===== src/rtl/tetris_pkg.sv =====
// Shared game-phase encoding for the Tetris chip; the datapath decoders
// (spawner, gravity/move, line clearer, display) import these too.
package tetris_pkg;

   typedef enum logic [2:0] {
      RESET = 3'd0,
      SPAWN = 3'd1,
      FALL  = 3'd2,
      CLEAR = 3'd3,
      OVER  = 3'd4
   } state_t;

   localparam int unsigned STATE_W = 3;

endpackage


===== src/rtl/main_fsm.sv =====
// Top-level game-control sequencer: reset, spawn, fall, line clear and
// game over, advanced by the placed / game_over flags from the board logic.
//
//   state | meaning
//   ------+--------------------------------------------------
//   RESET | restart held or just released
//   SPAWN | spawner drops a new piece onto the board
//   FALL  | gravity/move logic owns the active piece
//   CLEAR | line clearer removes completed rows
//   OVER  | board overflowed; waits for restart
module main_fsm
   import tetris_pkg::*;
(
   input  logic                in_clka,
   input  logic                in_clkb,
   input  logic                restart,
   input  logic                placed,
   input  logic                game_over,
   output logic [STATE_W-1:0]  state
);

   state_t state_q;
   state_t state_d;

   // The second clock phase only exists to keep the chip-level port list intact.
   logic unused_clkb;
   assign unused_clkb = in_clkb;

   always_comb begin
      state_d = RESET;
      case (state_q)
         RESET: state_d = SPAWN;
         SPAWN: state_d = game_over ? OVER : FALL;
         FALL: begin
            if (game_over)
               state_d = OVER;
            else if (placed)
               state_d = CLEAR;
            else
               state_d = FALL;
         end
         CLEAR: state_d = game_over ? OVER : SPAWN;
         OVER:  state_d = OVER;
         default: state_d = RESET;
      endcase
   end

   always_ff @(posedge in_clka or posedge restart) begin
      if (restart)
         state_q <= RESET;
      else
         state_q <= state_d;
   end

   assign state = state_q;

endmodule


===== config.mk =====
export PLATFORM = sky130hd
export DESIGN_NAME = main_fsm
export DESIGN_NICKNAME = d
export VERILOG_FILES = /design/src/rtl/tetris_pkg.sv /design/src/rtl/main_fsm.sv
export SDC_FILE = /design/constraint.sdc
export NUM_CORES = 1
export LEC_CHECK = 0
export ABC_AREA = 1
export CORE_AREA = 10 10 47 49
export CTS_CLUSTER_DIAMETER = 30
export DETAILED_ROUTE_END_ITERATION = 12
export DIE_AREA = 0 0 57 59
export SLEW_MARGIN = 20
export SYNTH_ARGS = -nofsm -noshare
export SYNTH_HDL_FRONTEND = slang
export SYNTH_SLANG_ARGS = --single-unit

===== constraint.sdc =====
create_clock -name in_clka -period 1.8 [get_ports in_clka]
set_clock_uncertainty 0.1 [all_clocks]
set_input_delay 0.36 -clock in_clka [delete_from_list [all_inputs] [get_ports in_clka]]
set_output_delay 0.36 -clock in_clka [all_outputs]
set_load 0.005 [all_outputs]

==> out/qor.csv <==
metric;value;unit
Achievable Freq;0.605;GHz
P&R area growth vs syn;70.2;%
pre-CTS setup slack;0.385;ns
final count of negative-setup-slack endpoints;0;
Mapped Nets;25;
Ys Warns;0;
fraction of layout cells with a size suffix above 1;16.7;%
CTS max path bufs;2;
Final period util;91.8;%
antenna violations before repair;0;
Final Max Slew Viols;0;
critical path cell sequence;clkdlybuf4s50_1;
main combinational cell family by area after synthesis;simple AND/OR/NAND/NOR gates;
worst-margin pin slew;0.200;ns
ant diodes;0;
CTS tree;built;
GRT Total Usage;2.55;%
slowest cell on the critical path;clkdlybuf4s50_1;
Clock Power Share;29.9;%
Initial DRC Count;2;
Pwr per Cell Area;1580;mW/mm²
Post-CTS Hold Fix Bufs;0;
# resized after CTS;0;
Placeable Area;0.00140;mm²
critical path's top delay family;buffers and inverters;
starting density of the core;10.8;%
pin count of the biggest net entering global routing;5;
P_int;266;µW
final WL;364;µm
Max Fanout on Critical Path;3;
crit path time final;1.65;ns
Placed Area;231;µm²
r2r setup slk;0.80;ns
RSZ-0062 raised after global routing;false;
Synth Register Bits;3;
first-pass GRT wire length;579;µm
cell count after placement;42;
CTS buffer count;3;
cell taking the most area after synthesis;dfrtp_1;
CP peak stage delay;0.54;ns
Die Y;59;µm
Comb pwr share;37.7;%
MaxCap Viol Count;0;
number of global-route vias before repair;158;
WHS;0.183;ns
Hold Fails Final Rpt;0;
setup ws final;0.148;ns
largest cells by area after synthesis;dfrtp_1 (50%), inv_1 (12%), nand2_1 (7.4%);
Post-Synth Adder-Cell Area;0;%
simple logic cell fraction of the synthesized area;32.2;%
Slew headroom;86.6;%
H-tree levels;1;
Sw Pwr;141;µW
CP bufs+invs;1;
DR vias;156;
Wirelength per Cell;7.91;µm
Worst Hold Class;in2async;
Crit Path Class;reg2out;
TNS Setup;0;ns
fin cells;46;
design area;258;µm²
die area;0.00336;mm²
Pwr Total;406;µW
first drt pass iteration count;2;
DRC;0;
number of nets still failing antenna checks after routing;0;
clk slew on worst S/H paths;0.04;ns
status;completed;
Seq/Total Area, Yosys;49.6;%
num ports;8;
GP Congestion;0.615;
worst vdd ir;0.207;mV
leakage power;0.127;nW
arrival time worst endpoint;1.19;ns
Post-Syn Area per Cell;7.57;µm²
Post-CTS Setup Repair Bufs;0;
Overflow after GRT;0;
Net count, final;36;
PortBufs;6;
Post-Synthesis Cells;20;
Util after Layout;18.4;%
root buf cell;clkbuf_4;
CP endpoint kind;primary output;
mux contribution to synthesized area;0;%
CP startpoint kind;flip-flop;
post-synth top area share;49.6;%
sw frac;34.6;%
Compound-Gate Fraction of Synth Area;3.31;%
XOR/XNOR Fraction of Synth Area;0;%
Largest register FFs;3;
Die W;57;µm
num rows;14;
Mapped Area;151;µm²
worst-skew pair later-pin latency;0.24;ns
Clock Sinks;3;
synth unique cells;9;
Required @ worst endpoint;1.34;ns
DR vias/cell;3.39;
Flop pwr share;32.3;%
hpwl dp;279;µm
[cell usage in the layout (no fill, tap or decap)]
cell type	instances
nand2_1	3
clkdlybuf4s50_1	6
inv_1	5
clkbuf_1	1
nor3_1	1
o21ai_1	1
clkbuf_4	3
nor2_4	1
nor2_1	3
inv_2	1
dfrtp_1	3
nand3_1	2
[synth_stat cells, drive strengths merged]
cell type / number
dfrtp: 3
inv: 6
nand2: 3
nand3: 2
nor2: 4
nor3: 1
o21ai: 1
[routing by layer]
metal  routed length, µm  global-route usage, %
met5                   0                      0
met4                  27                   6.04
met3                  26                   1.07
met2                 196                   3.72
met1                 113                   1.43
[final cells by class]
cell class / instances / area (µm²)
Fill cell: 169 / 1140
Sequential cell: 3 / 75.1
Timing Repair Buffer: 6 / 60.1
Multi-Input combinational cell: 11 / 53.8
Clock buffer: 4 / 26.3
Inverter: 6 / 22.5
Tap cell: 16 / 20.0
[power by group through the flow]
stage,clock (mW),combinational [mW],sequential [mW]
floorplan,0,0.0736,0.132
global placement,0,0.154,0.133
detailed placement,0,0.156,0.133
CTS,0.129,0.158,0.132
global route,0.132,0.169,0.137
finish,0.122,0.153,0.131
[final timing paths]
kind	startpoint	to	depth (start not counted)
worst max-delay path	state[2]	state[2]	1
worst min-delay path	restart	state[0]	2
worst max register to register	state[1]	state[2]	4
worst min register to register	state[1]	state[1]	3
max in group asynchronous	restart	state[2]	2
min in group in_clka	state[1]	state[1]	3
[cell families after synthesis]
logic type,after synthesis
flip-flops,3
buffers and inverters,6
AO/OA/AOI/OAI,1
AND/OR/NAND/NOR,10
Note: power is estimated with default switching activity, not from simulation.
